File: config.mk
export PLATFORM = sky130hd
export DESIGN_NAME = bitsliced_mul_seq
export DESIGN_NICKNAME = d
export VERILOG_FILES = /design/src/rtl/bsmul_pkg.sv /design/src/rtl/bitsliced_adder.sv /design/src/rtl/bitsliced_mul_seq.sv
export SDC_FILE = /design/constraint.sdc
export NUM_CORES = 1
export LEC_CHECK = 0
export ABC_AREA = 1
export CORE_ASPECT_RATIO = 1.4
export CORE_MARGIN = 5
export CORE_UTILIZATION = 48
export CTS_CLUSTER_SIZE = 25
export DETAILED_ROUTE_END_ITERATION = 6
export MAX_ROUTING_LAYER = met4
export PLACE_DENSITY = 0.81
export SLEW_MARGIN = 5
export SYNTH_ARGS = -nofsm -noshare
export SYNTH_HDL_FRONTEND = slang
export SYNTH_SLANG_ARGS = --single-unit
export TNS_END_PERCENT = 10
File: constraint.sdc
create_clock -name clk -period 2.3 [get_ports clk]
set_input_delay 0.46 -clock clk [delete_from_list [all_inputs] [get_ports clk]]
set_output_delay 0.46 -clock clk [all_outputs]
set_load 0.1 [all_outputs]
File: src/rtl/bsmul_pkg.sv
// Shared types and the bit-sliced ripple adder used by the sequential multiplier.
package bsmul_pkg;

    // Plane arrays are sized for the widest supported build; users zero-pad.
    localparam int LANES_MAX  = 256;
    localparam int PLANES_MAX = 32;

    typedef enum logic [1:0] {IDLE, BUSY, DONE} state_e;

    typedef logic [PLANES_MAX-1:0][LANES_MAX-1:0] plane_arr_t;

    // Each plane word carries one bit position of every lane, so a ripple over
    // planes adds all lanes at once; the final carry is dropped.
    function automatic plane_arr_t bs_add(input plane_arr_t x, input plane_arr_t y,
                                          input int planes);
        plane_arr_t           s;
        logic [LANES_MAX-1:0] c;
        s = '0;
        c = '0;
        for (int k = 0; k < PLANES_MAX; k++) begin
            if (k < planes) begin
                s[k] = x[k] ^ y[k] ^ c;
                c    = (x[k] & y[k]) | (x[k] & c) | (y[k] & c);
            end
        end
        return s;
    endfunction

endpackage

File: src/rtl/bitsliced_adder.sv
// Combinational modulo-2^PLANES add of two bit-sliced plane arrays.
module bitsliced_adder
    import bsmul_pkg::*;
#(
    parameter int LANES  = 16,
    parameter int PLANES = 4
) (
    input  logic [PLANES-1:0][LANES-1:0] x_i,
    input  logic [PLANES-1:0][LANES-1:0] y_i,
    output logic [PLANES-1:0][LANES-1:0] s_o
);
    plane_arr_t xw, yw, sw;

    always_comb begin
        xw = '0;
        yw = '0;
        for (int k = 0; k < PLANES; k++) begin
            xw[k][LANES-1:0] = x_i[k];
            yw[k][LANES-1:0] = y_i[k];
        end
        sw  = bs_add(xw, yw, PLANES);
        s_o = '0;
        for (int k = 0; k < PLANES; k++) begin
            s_o[k] = sw[k][LANES-1:0];
        end
    end

endmodule

File: src/rtl/bitsliced_mul_seq.sv
// Sequential shift-and-add multiplier over LANES bit-sliced unsigned operand pairs.
// Define BSMUL_ACC_EN to add acc_i, which adds the new product onto the previous result.
module bitsliced_mul_seq
    import bsmul_pkg::*;
#(
    parameter int LANES = 16,
    parameter int NBITS = 2
) (
    input  logic                          clk,
    input  logic                          rst,
    input  logic                          in_valid,
    output logic                          in_ready,
    input  logic [NBITS-1:0][LANES-1:0]   a_i,
    input  logic [NBITS-1:0][LANES-1:0]   b_i,
`ifdef BSMUL_ACC_EN
    input  logic                          acc_i,
`endif
    output logic                          out_valid,
    input  logic                          out_ready,
    output logic [2*NBITS-1:0][LANES-1:0] y_o
);
    localparam int CW = (NBITS > 1) ? $clog2(NBITS) : 1;

    state_e                         state_q;
    logic [CW-1:0]                  cnt_q;
    logic                           in_ready_q;
    logic                           out_valid_q;
    logic [NBITS-1:0][LANES-1:0]    a_q, b_q;
    logic [2*NBITS-1:0][LANES-1:0]  acc_q, acc_d;

    logic [LANES-1:0]               b_sel;
    logic [NBITS-1:0][LANES-1:0]    am;
    logic [2*NBITS-1:0][LANES-1:0]  ext, pp;

    // Partial product for this cycle: A gated by B plane cnt, shifted up cnt planes.
    always_comb begin
        b_sel = '0;
        for (int k = 0; k < NBITS; k++) begin
            if (cnt_q == CW'(k)) b_sel = b_q[k];
        end
        for (int k = 0; k < NBITS; k++) begin
            am[k] = a_q[k] & b_sel;
        end
        ext              = '0;
        ext[NBITS-1:0]   = am;
        pp               = ext << (LANES * int'(cnt_q));
    end

    bitsliced_adder #(
        .LANES  (LANES),
        .PLANES (2*NBITS)
    ) u_add (
        .x_i (acc_q),
        .y_i (pp),
        .s_o (acc_d)
    );

    always_ff @(posedge clk) begin
        if (rst) begin
            state_q     <= IDLE;
            cnt_q       <= '0;
            in_ready_q  <= 1'b1;
            out_valid_q <= 1'b0;
            a_q         <= '0;
            b_q         <= '0;
            acc_q       <= '0;
        end else begin
            case (state_q)
                IDLE: begin
                    if (in_valid) begin
                        a_q        <= a_i;
                        b_q        <= b_i;
                        cnt_q      <= '0;
                        in_ready_q <= 1'b0;
                        state_q    <= BUSY;
`ifdef BSMUL_ACC_EN
                        if (!acc_i) acc_q <= '0;
`else
                        acc_q      <= '0;
`endif
                    end
                end
                BUSY: begin
                    acc_q <= acc_d;
                    cnt_q <= cnt_q + 1'b1;
                    if (cnt_q == CW'(NBITS - 1)) begin
                        state_q     <= DONE;
                        out_valid_q <= 1'b1;
                    end
                end
                DONE: begin
                    if (out_ready) begin
                        state_q     <= IDLE;
                        out_valid_q <= 1'b0;
                        in_ready_q  <= 1'b1;
                    end
                end
                default: state_q <= IDLE;
            endcase
        end
    end

    assign in_ready  = in_ready_q;
    assign out_valid = out_valid_q;
    assign y_o       = acc_q;

endmodule

# [Word level (Yosys, flattened, before mapping)]
# Index checks and enable logic that the tools add are counted.
[op_classes] addsub=1 n_mul=0 div=0 order_cmp=0 n_eq_ne=5 shift=1 muxes=14 bitwise=20 n_reduce_logical=9
[ops] cell="AND 16 bit" n=9
[ops] cell="one-hot mux 64 bit (2 select lines)" n=1
[ops] cell="bitwise XOR 16 bit" n=7
[ops] cell="two-way mux 64 bit" n=1
[ops] cell="OR 16 bit" n=4
[ops] cell="<< shifter 32 x 5 -> 64 bit" n=1
[ops] cell="two-way mux 16 bit" n=1
[ops] cell="AND reduction 3 bit" n=3
[ops] cell="two-way mux 2 bit" n=3
[ops] cell="inequality test 2 bit (second input constant)" n=3
[ops] cell="one-hot mux 1 bit (2 select lines)" n=3
[ops] cell="one-hot mux 2 bit (3 select lines)" n=1
[ops] cell="nonzero test 2 bit" n=3
[ops] cell="two-way mux 1 bit" n=4
[ops] cell="AND reduction 2 bit" n=2
[ops] cell="equality test 2 x 1 -> 1 bit (second input constant)" n=1
[ops] cell="equality test 2 bit (second input constant)" n=1
[ops] cell="zero test 2 bit" n=1
[ops] cell="adder 1 bit (second input constant)" n=1
[word_totals] regBits=133 latch_bits=0 ram_bits=0 romBits=0 in_bits=68 output_inout_bits=66 word_cells=62 memories=0

# [Depth between registers and ports, before layout]
[depth] word_depth=12 ltp_mapped=14

# [Hierarchy]
# From an unflattened synthesis, not the netlist that was laid out.
[hier_totals] cells_unflattened=970 hier_area_um2=7230.7
[by_module_without_submodules] module="bitsliced_mul_seq" n_inst=1 cells_per_inst=778 area_each_um2=5789.3
[by_module_without_submodules] module="bitsliced_adder" n_inst=1 cells_per_inst=192 area_each_um2=1441.4

# [Least setup slack after synthesis]
# No wires, ideal clock.
[synth_timing] kind="reg2reg" startpoint="register acc_q, in the netlist y_o[14]" endpoint="register acc_q, in the netlist y_o[46]" setup_time_ps=132 arrival_ps=2321 required_ps=2168 slack_ps=-154 stages_incl_launch_ff=8 n_path_buf=0 path_cell_list="dfxtp_1 -> ha_1 -> inv_1 -> fa_1 -> fa_1 -> inv_1 -> nand2_1 -> a21oi_1"
[synth_via] elab_chain_cells=6 elab_cells_between_ends=7 cone_classes="1 x mux; 6 x bitwise"
[synth_lines] item="start, declared" line="bitsliced_mul_seq.sv:29" source="logic [2*NBITS-1:0][LANES-1:0] acc_q, acc_d;"
[synth_lines] item="start signal, assigned" line="bitsliced_mul_seq.sv:66" source="acc_q <= '0;"
[synth_lines] item="start signal, assigned" line="bitsliced_mul_seq.sv:79" source="acc_q <= '0;"
[synth_lines] item="start signal, assigned" line="bitsliced_mul_seq.sv:84" source="acc_q <= acc_d;"
[synth_lines] item="AND 16 bit *" line="bsmul_pkg.sv:23" source="c = (x[k] & y[k]) | (x[k] & c) | (y[k] & c);"
[synth_lines] item="AND 16 bit" line="bsmul_pkg.sv:23"
[synth_lines] item="OR 16 bit" line="bsmul_pkg.sv:23"
[synth_lines] item="OR 16 bit *" line="bsmul_pkg.sv:23"
[synth_lines] item="bitwise XOR 16 bit *" line="bsmul_pkg.sv:22" source="s[k] = x[k] ^ y[k] ^ c;"
[synth_lines] item="one-hot mux 64 bit (2 select lines) *" line="bitsliced_mul_seq.sv:68" source="case (state_q)"
# Mark *: on every way between the ends. The rest lies on a longest branch, timed or not.
# A chain may end at the register's enable or synchronous reset.

# [Worst setup path after layout]
[layout_timing] startpoint="register cnt_q" endpoint="register acc_q, in the netlist y_o[51]"
[layout_via] elab_chain_cells=12 elab_cells_between_ends=18 cone_classes="1 x shift; 2 x mux; 15 x bitwise"
[layout_lines] item="start, declared" line="bitsliced_mul_seq.sv:25" source="logic [CW-1:0] cnt_q;"
[layout_lines] item="start signal, assigned" line="bitsliced_mul_seq.sv:85" source="cnt_q <= cnt_q + 1'b1;"
[layout_lines] item="two-way mux 16 bit" line="bitsliced_mul_seq.sv:39" source="if (cnt_q == CW'(k)) b_sel = b_q[k];"
[layout_lines] item="AND 16 bit" line="bitsliced_mul_seq.sv:42" source="am[k] = a_q[k] & b_sel;"
[layout_lines] item="<< shifter 32 x 5 -> 64 bit *" line="bitsliced_mul_seq.sv:46" source="pp = ext << (LANES * int'(cnt_q));"
[layout_lines] item="AND 16 bit (2 in series)" line="bsmul_pkg.sv:23"
[layout_lines] item="OR 16 bit (2 in series)" line="bsmul_pkg.sv:23"
[layout_lines] item="AND 16 bit" line="bsmul_pkg.sv:23"
[layout_lines] item="OR 16 bit (2 in series)" line="bsmul_pkg.sv:23"
[layout_lines] item="bitwise XOR 16 bit *" line="bsmul_pkg.sv:22"
[layout_lines] item="one-hot mux 64 bit (2 select lines) *" line="bitsliced_mul_seq.sv:68"
# Marked as above.

==> flow_summary.toml <==
[placement]
dpl_worst_slack_ns = 0.0620
dpl-instance-area_mm2 = 0.00838
gpl.final_weighted_congestion = 0.902
numPortBuffers = 133
detailedPlacementHpwl_mm = 14.7

[setup_path]
rr_startpoint = "cnt_q"
startpoint_of_the_worst_setup_timing_path = "cnt_q"
critPathRequiredTime_ns = 2.61
endpoint = "y_o[51]"
critical_path.cell_chain = "inv_2 -> buf_4 -> clkbuf_16 -> and3_1 -> ha_1 -> inv_1 -> fa_2 -> inv_2 -> fa_1 -> nand3_1 -> nand2_1 -> nand2_1 -> nor2_1"
critPathKind = "reg2reg"
end_kind = "flip-flop"
timing.critical_path.from_type = "flip-flop"
worst_r2r_path_depth = 13
r2r_end = "y_o[51]"
cpPeakStageDelay_ns = 0.46
r2r_setup_slack_ns = 0.08
timing.critical_path.slowest_stage_cell = "fa_1"
arrival_worst_endpoint_ns = 2.53
path_max_fanout = 12

[run]
drv_cap = 0

[global_route]
grt_max_degree = 65
antenna_found_initial = 0
grt_use_total_pct = 24.5
top_usage_layer = "met2"
grt.overflow.total = 0
grt_pass1_wl_mm = 32.5
grt_pass1_vias = 6521
gr-usage-met1_pct = 25.2
grt_met3_use_pct = 4.29
grt_util_met2_pct = 43.6

[finish]
final_cell_area_mm2 = 0.00911
design.final.nets = 1195
syn_to_final_growth_pct = 29.0
antennaDiodeCount = 0
share_of_final_layout_standard_cells_stronger_than_drive_strength_1_pct = 14.6
n_fill_cell = 1246

[logic_synthesis]
post_synth_most_frequent_cells = "220 x nand2_1, 156 x nor2_1, 133 x dfxtp_1, 125 x inv_1, 65 x nand3b_1"
synth_cell_types = 25
postSynth.topFlopCell = "dfxtp_1"
synthTopCellsByArea = "dfxtp_1 38%, nand2_1 12%, fa_1 9.1%"
cell_type_contributing_the_most_total_cell_area_after_synthesis = "dfxtp_1"
synth_fp_nets = 1079
asyncSetResetFlopFracSynth_pct = 0
synth.avg_cell_area_um2 = 7.33
syn-instance-count = 963
post_synth_top_area_share_pct = 37.7
yosys.cell_count.top_type = "nand2_1"
synth.cell_area_mm2 = 0.00706
synth_enable_flop_cells = 0
yosys_warnings = 0
sequential_cell_area_fraction_in_the_yosys_report_pct = 37.7
yosys_reg_bits = 133

[clocking]
cts_root_buffer = "clkbuf_16"
cts_tree = "built"
htree_levels = 4
ctsLongestPathBuffers = 2
clk_pin_slew_ns = 0.06
clkSinkCount = 133
cts-buffers-inserted = 17
clkLatencyLatePin_ns = 0.42

[routing]
viasPerCell = 5.16
drt_first_iter_violations = 404
routed_wire_length_per_instance_um = 16.0
count_of_vias_placed_by_the_detailed_router = 6605
residual_antenna_violating_net_count_after_detailed_routing = 0
routed_wl_mm = 20.4
firstDrtPassIters = 5
post-route-drc-count = 0

[die]
std_cell_rows = 52
floorplan.io_pins = 134
placeableCoreArea_mm2 = 0.0144
initial_utilization_pct = 48.9
full_die_area_mm2 = 0.0173
die_h_um = 154
die_width_um = 113

[power]
totalPowerFinal_mw = 6.55
vdd.ir_drop.worst_mv = 0.395
powerDensity_mw_per_mm2 = 719
power_leakage_nw = 4.00

[hold_path]
hold_path_class = "reg2reg"

[sta]
fin_hold_ws_ns = 0.464
maxSlewHeadroom_pct = 56.4
period_minus_slack_ns = 2.22
finClkSkew_ns = 0.00886
setup-tns-final_ns = 0
setup_slack_ns = 0.0818
post-route-period-util_pct = 96.4
fmax_ghz = 0.451
setup_violations = 0
max_slew_violation_total_from_the_final_report = 0
worst_slew_pin_slew_ns = 0.653
rsz_0062_raised_after_global_routing = "true"
hold_viol = 0

[outcome]
run_status = "finished clean"
==> stage by stage <==
stage | util (%) | cells
CTS | 62.7 | 1279
global placement | 58.0 | 1247
global route | 63.1 | 1281
floorplan | - | 963
finish | 63.1 | 1281
detailed placement | 58.0 | 1247
==> registers in the layout (all words and copies together), names as in the netlist <==
register / cells
out_valid: 1
a_q: 32
cnt_q: 1
y_o: 64
state_q: 2
b_q: 32
in_ready: 1
==> area by class of cell <==
class | instances | area (µm²) | area share, %
tap | 189 | 236 | 2.60
clock inverter | 12 | 224 | 2.46
clock buffer | 20 | 457 | 5.01
timing repair buffer | 155 | 1400 | 15.3
multi-input combinational | 643 | 3650 | 40.0
inverter | 129 | 484 | 5.32
sequential | 133 | 2670 | 29.3
==> timing repair <==
action,4_1_cts,5_1_grt
setup endpoints to repair,0,24
gates resized for setup,0,10
hold buffers,0,0
hold endpoints to repair,0,0
buffers inserted,0,1
==> kinds of logic (layout without fill, tap and decap cells) <==
group,count (synthesis),after routing,share of synthesized area [%]
compound gates,82,82,6.79
fa+ha+maj,48,48,11.9
buf+inv,187,316,11.1
flops,133,133,37.7
simple gates,513,513,32.5
==> per-layer routing <==
metal	share of wire, %	routed length [µm]	vias up
met3	5.5	1120	67
li1	-	-	3209
met5	0	0	-
met2	53	10900	243
met4	5.9	1200	0
met1	35	7250	3086
==> where the power goes <==
part	internal, mW	leakage [nW]	switching (mW)
Sequential	2.42	1.09	0.0961
Clock	2.09	0.331	1.04
Combinational	0.345	2.58	0.554
==> cell usage in the layout, fill, tap and decap left out, drive strengths merged <==
cell | Yosys | routed
nor3 | 11 | 11
nor2 | 157 | 157
clkinv | 0 | 4
inv | 129 | 130
nand4 | 6 | 6
o211ai | 11 | 11
clkinvlp | 0 | 1
buf | 40 | 89
ha | 16 | 16
nand3b | 65 | 65
clkbuf | 18 | 21
bufinv | 0 | 6
and3 | 11 | 11
nand2 | 231 | 231
o21ai | 17 | 17
a21oi | 54 | 54
clkdlybuf4s50 | 0 | 65
fa | 32 | 32
dfxtp | 133 | 133
nand3 | 32 | 32
==> critical path, delay by kind of cell (launching register included) <==
kind          cells  cell delay (ns)
flops             1             0.36
buf+inv           5             0.51
fa+ha+maj         3             0.83
simple gates      5             0.42
==> worst min-delay path by stage <==
stage / from / endpoint / slack (ns) / cells past startpoint
after floorplan: a_q[10] / a_q[10] / 0.46 / 2
after global placement: in_ready / in_ready / 0.45 / 2
after global routing: y_o[46] / y_o[46] / 0.50 / 2
after CTS: in_ready / in_ready / 0.47 / 2
after detailed placement: in_ready / in_ready / 0.45 / 2
final: in_ready / in_ready / 0.46 / 2
(Power assumes the default switching activity.)
==> RTL change (same settings) <==
Change the parameter `NBITS` from 2 to 1.
--- a/src/rtl/bitsliced_mul_seq.sv
+++ b/src/rtl/bitsliced_mul_seq.sv
@@ -5,5 +5,5 @@
 #(
     parameter int LANES = 16,
-    parameter int NBITS = 2
+    parameter int NBITS = 1
 ) (
     input  logic                          clk,
Interface: changed (resized a_i, b_i and y_o); port bits go from 134 to 70. No check against the original RTL was run, so the function may have changed too.
==> RTL change against the original RTL <==
  * Synthesized cell count down 54%
  * Wire length is 65% lower
  * Sequential cell count fell by 64
  * Cell area is 56% lower
  * Synthesized area decreased by 54%
  * Power shrank 62%
  * Clock power shrank 73%
  * Sequential power shrank 48%
  * Setup slack improved by 0.44 ns
==> RTL change: results (changes against the original RTL) <==
Worst setup path
  – Critical R2R Launch: state_q[0] (was cnt_q)
  – Crit-path max cell delay: 0.63 ns (was 0.46 ns)
  – CP top delay family: simple AND/OR/NAND/NOR gates (was adder cells)
  – CP max-delay cell: nor2_4 (was fa_1)
  – Critical path fanouts, max: 35 (was 12)

Clocking
  – Root buffer cell: clkbuf_8 (was clkbuf_16)

Status
  – Outcome: complete, no violations (unchanged)

Timing
  – Least-Margin Pin Slew: 0.804 ns (was 0.653 ns)

Pwr
  – Switching Fraction: 27.5% (was 25.8%)
  – Seq pwr share: 51.9% (was 38.4%)

Route
  – Vias per std cell: 4.84 (was 5.16)
  – Post-Route M1 WL: 3150 um (was 7250 um)
  – Met2 WL: 3540 um (was 10900 um)
  – Drt first-iter violations: 147 (was 404)
  – First drt pass iteration count: 4 (was 5)
  – Final WL: 7230 um (was 20400 um)

Placed design
  – Post-DP Area: 3880 um2 (was 8380 um2)
  – DP Wirelength: 5300 um (was 14700 um)
  – Placer Congestion: 0.806 (was 0.902)

Synth
  – Syn_nets: 492 (was 1079)
  – Synth cell types: 20 (was 25)
  – Most frequent cells after synthesis: 110 x nand2_1, 96 x nor2_1, 69 x dfxtp_1, 35 x nand3_1, 32 x nand3b_1 (was 220 x nand2_1, 156 x nor2_1, 133 x dfxtp_1, 125 x inv_1, 65 x nand3b_1)
  – Top cells by area, synth: dfxtp_1 42%, nand2_1 13%, nor2_1 11% (was dfxtp_1 38%, nand2_1 12%, fa_1 9.1%)
  – Sequential fraction of the synthesis area: 42.4% (was 37.7%)

Finish
  – Max reg flops: 32 (was 64)
  – Fraction of layout cells with a size suffix above 1: 16.0% (was 14.6%)
  – Nets: 554 (was 1195)

Global routing
  – First-pass GRT wire length: 12100 um (was 32500 um)
  – Met1 usage: 21.5% (was 25.2%)
  – All-Layer GR Usage: 18.5% (was 24.5%)
  – Met3 Track Usage GR: 2.26% (was 4.29%)
==> RTL change: kinds of logic after synthesis <==
group	synth area share [%]
flip-flops	42.4
AO/OA/AOI/OAI	4.58
adder cells (fa/ha/maj)	6.15
AND/OR/NAND/NOR	39.7
buffers and inverters	7.15
==> RTL change: final cells by class <==
| class | count | area [um2] |
|---|---|---|
| multi-input cells | 323 | 1640 |
| clock inverters | 2 | 10.0 |
| inverters | 23 | 86.3 |
| well taps | 92 | 115 |
| flip-flops and latches | 69 | 1380 |
| repair buffers | 76 | 658 |
| clock buffers | 13 | 149 |
| fillers | 607 | 2570 |
==> RTL change: per-stage QoR <==
step	utilization [%]	setup slack, ns	hold slack (ns)	instances	total power, uW
global placement	58.7	0.497	0.453	583	1690
finish	61.1	0.526	0.473	598	2510
global route	61.1	0.390	0.486	598	2620
detailed placement	58.7	0.470	0.463	583	1700
CTS	61.1	0.546	0.475	598	2530
floorplan	-	0.724	0.454	440	1590
==> RTL change: power by group through the flow <==
stage	clock (uW)	combinational (uW)	sequential, uW
2_1_floorplan	0	243	1350
3_3_place_gp	0	367	1330
3_5_place_dp	0	374	1330
4_1_cts	854	375	1300
5_1_grt	898	412	1310
6_report	833	371	1300
==> RTL change: worst max-delay path by stage <==
stage                          to  slack (ns)  depth (start not counted)
final                     y_o[18]        0.53                          5
after global routing      y_o[31]        0.39                          5
after CTS                 y_o[18]        0.55                          5
after detailed placement   b_q[9]        0.47                          5
after global placement    b_q[13]        0.50                          5
after floorplan           y_o[10]        0.72                          3
==> RTL change: worst reg2reg max path: stages (launching register included) <==
cell     delay (ns)
dfxtp_1        0.59
inv_2          0.11
nor2_4         0.63
nand3_1        0.17
nand2_1        0.11
nor2_1         0.04
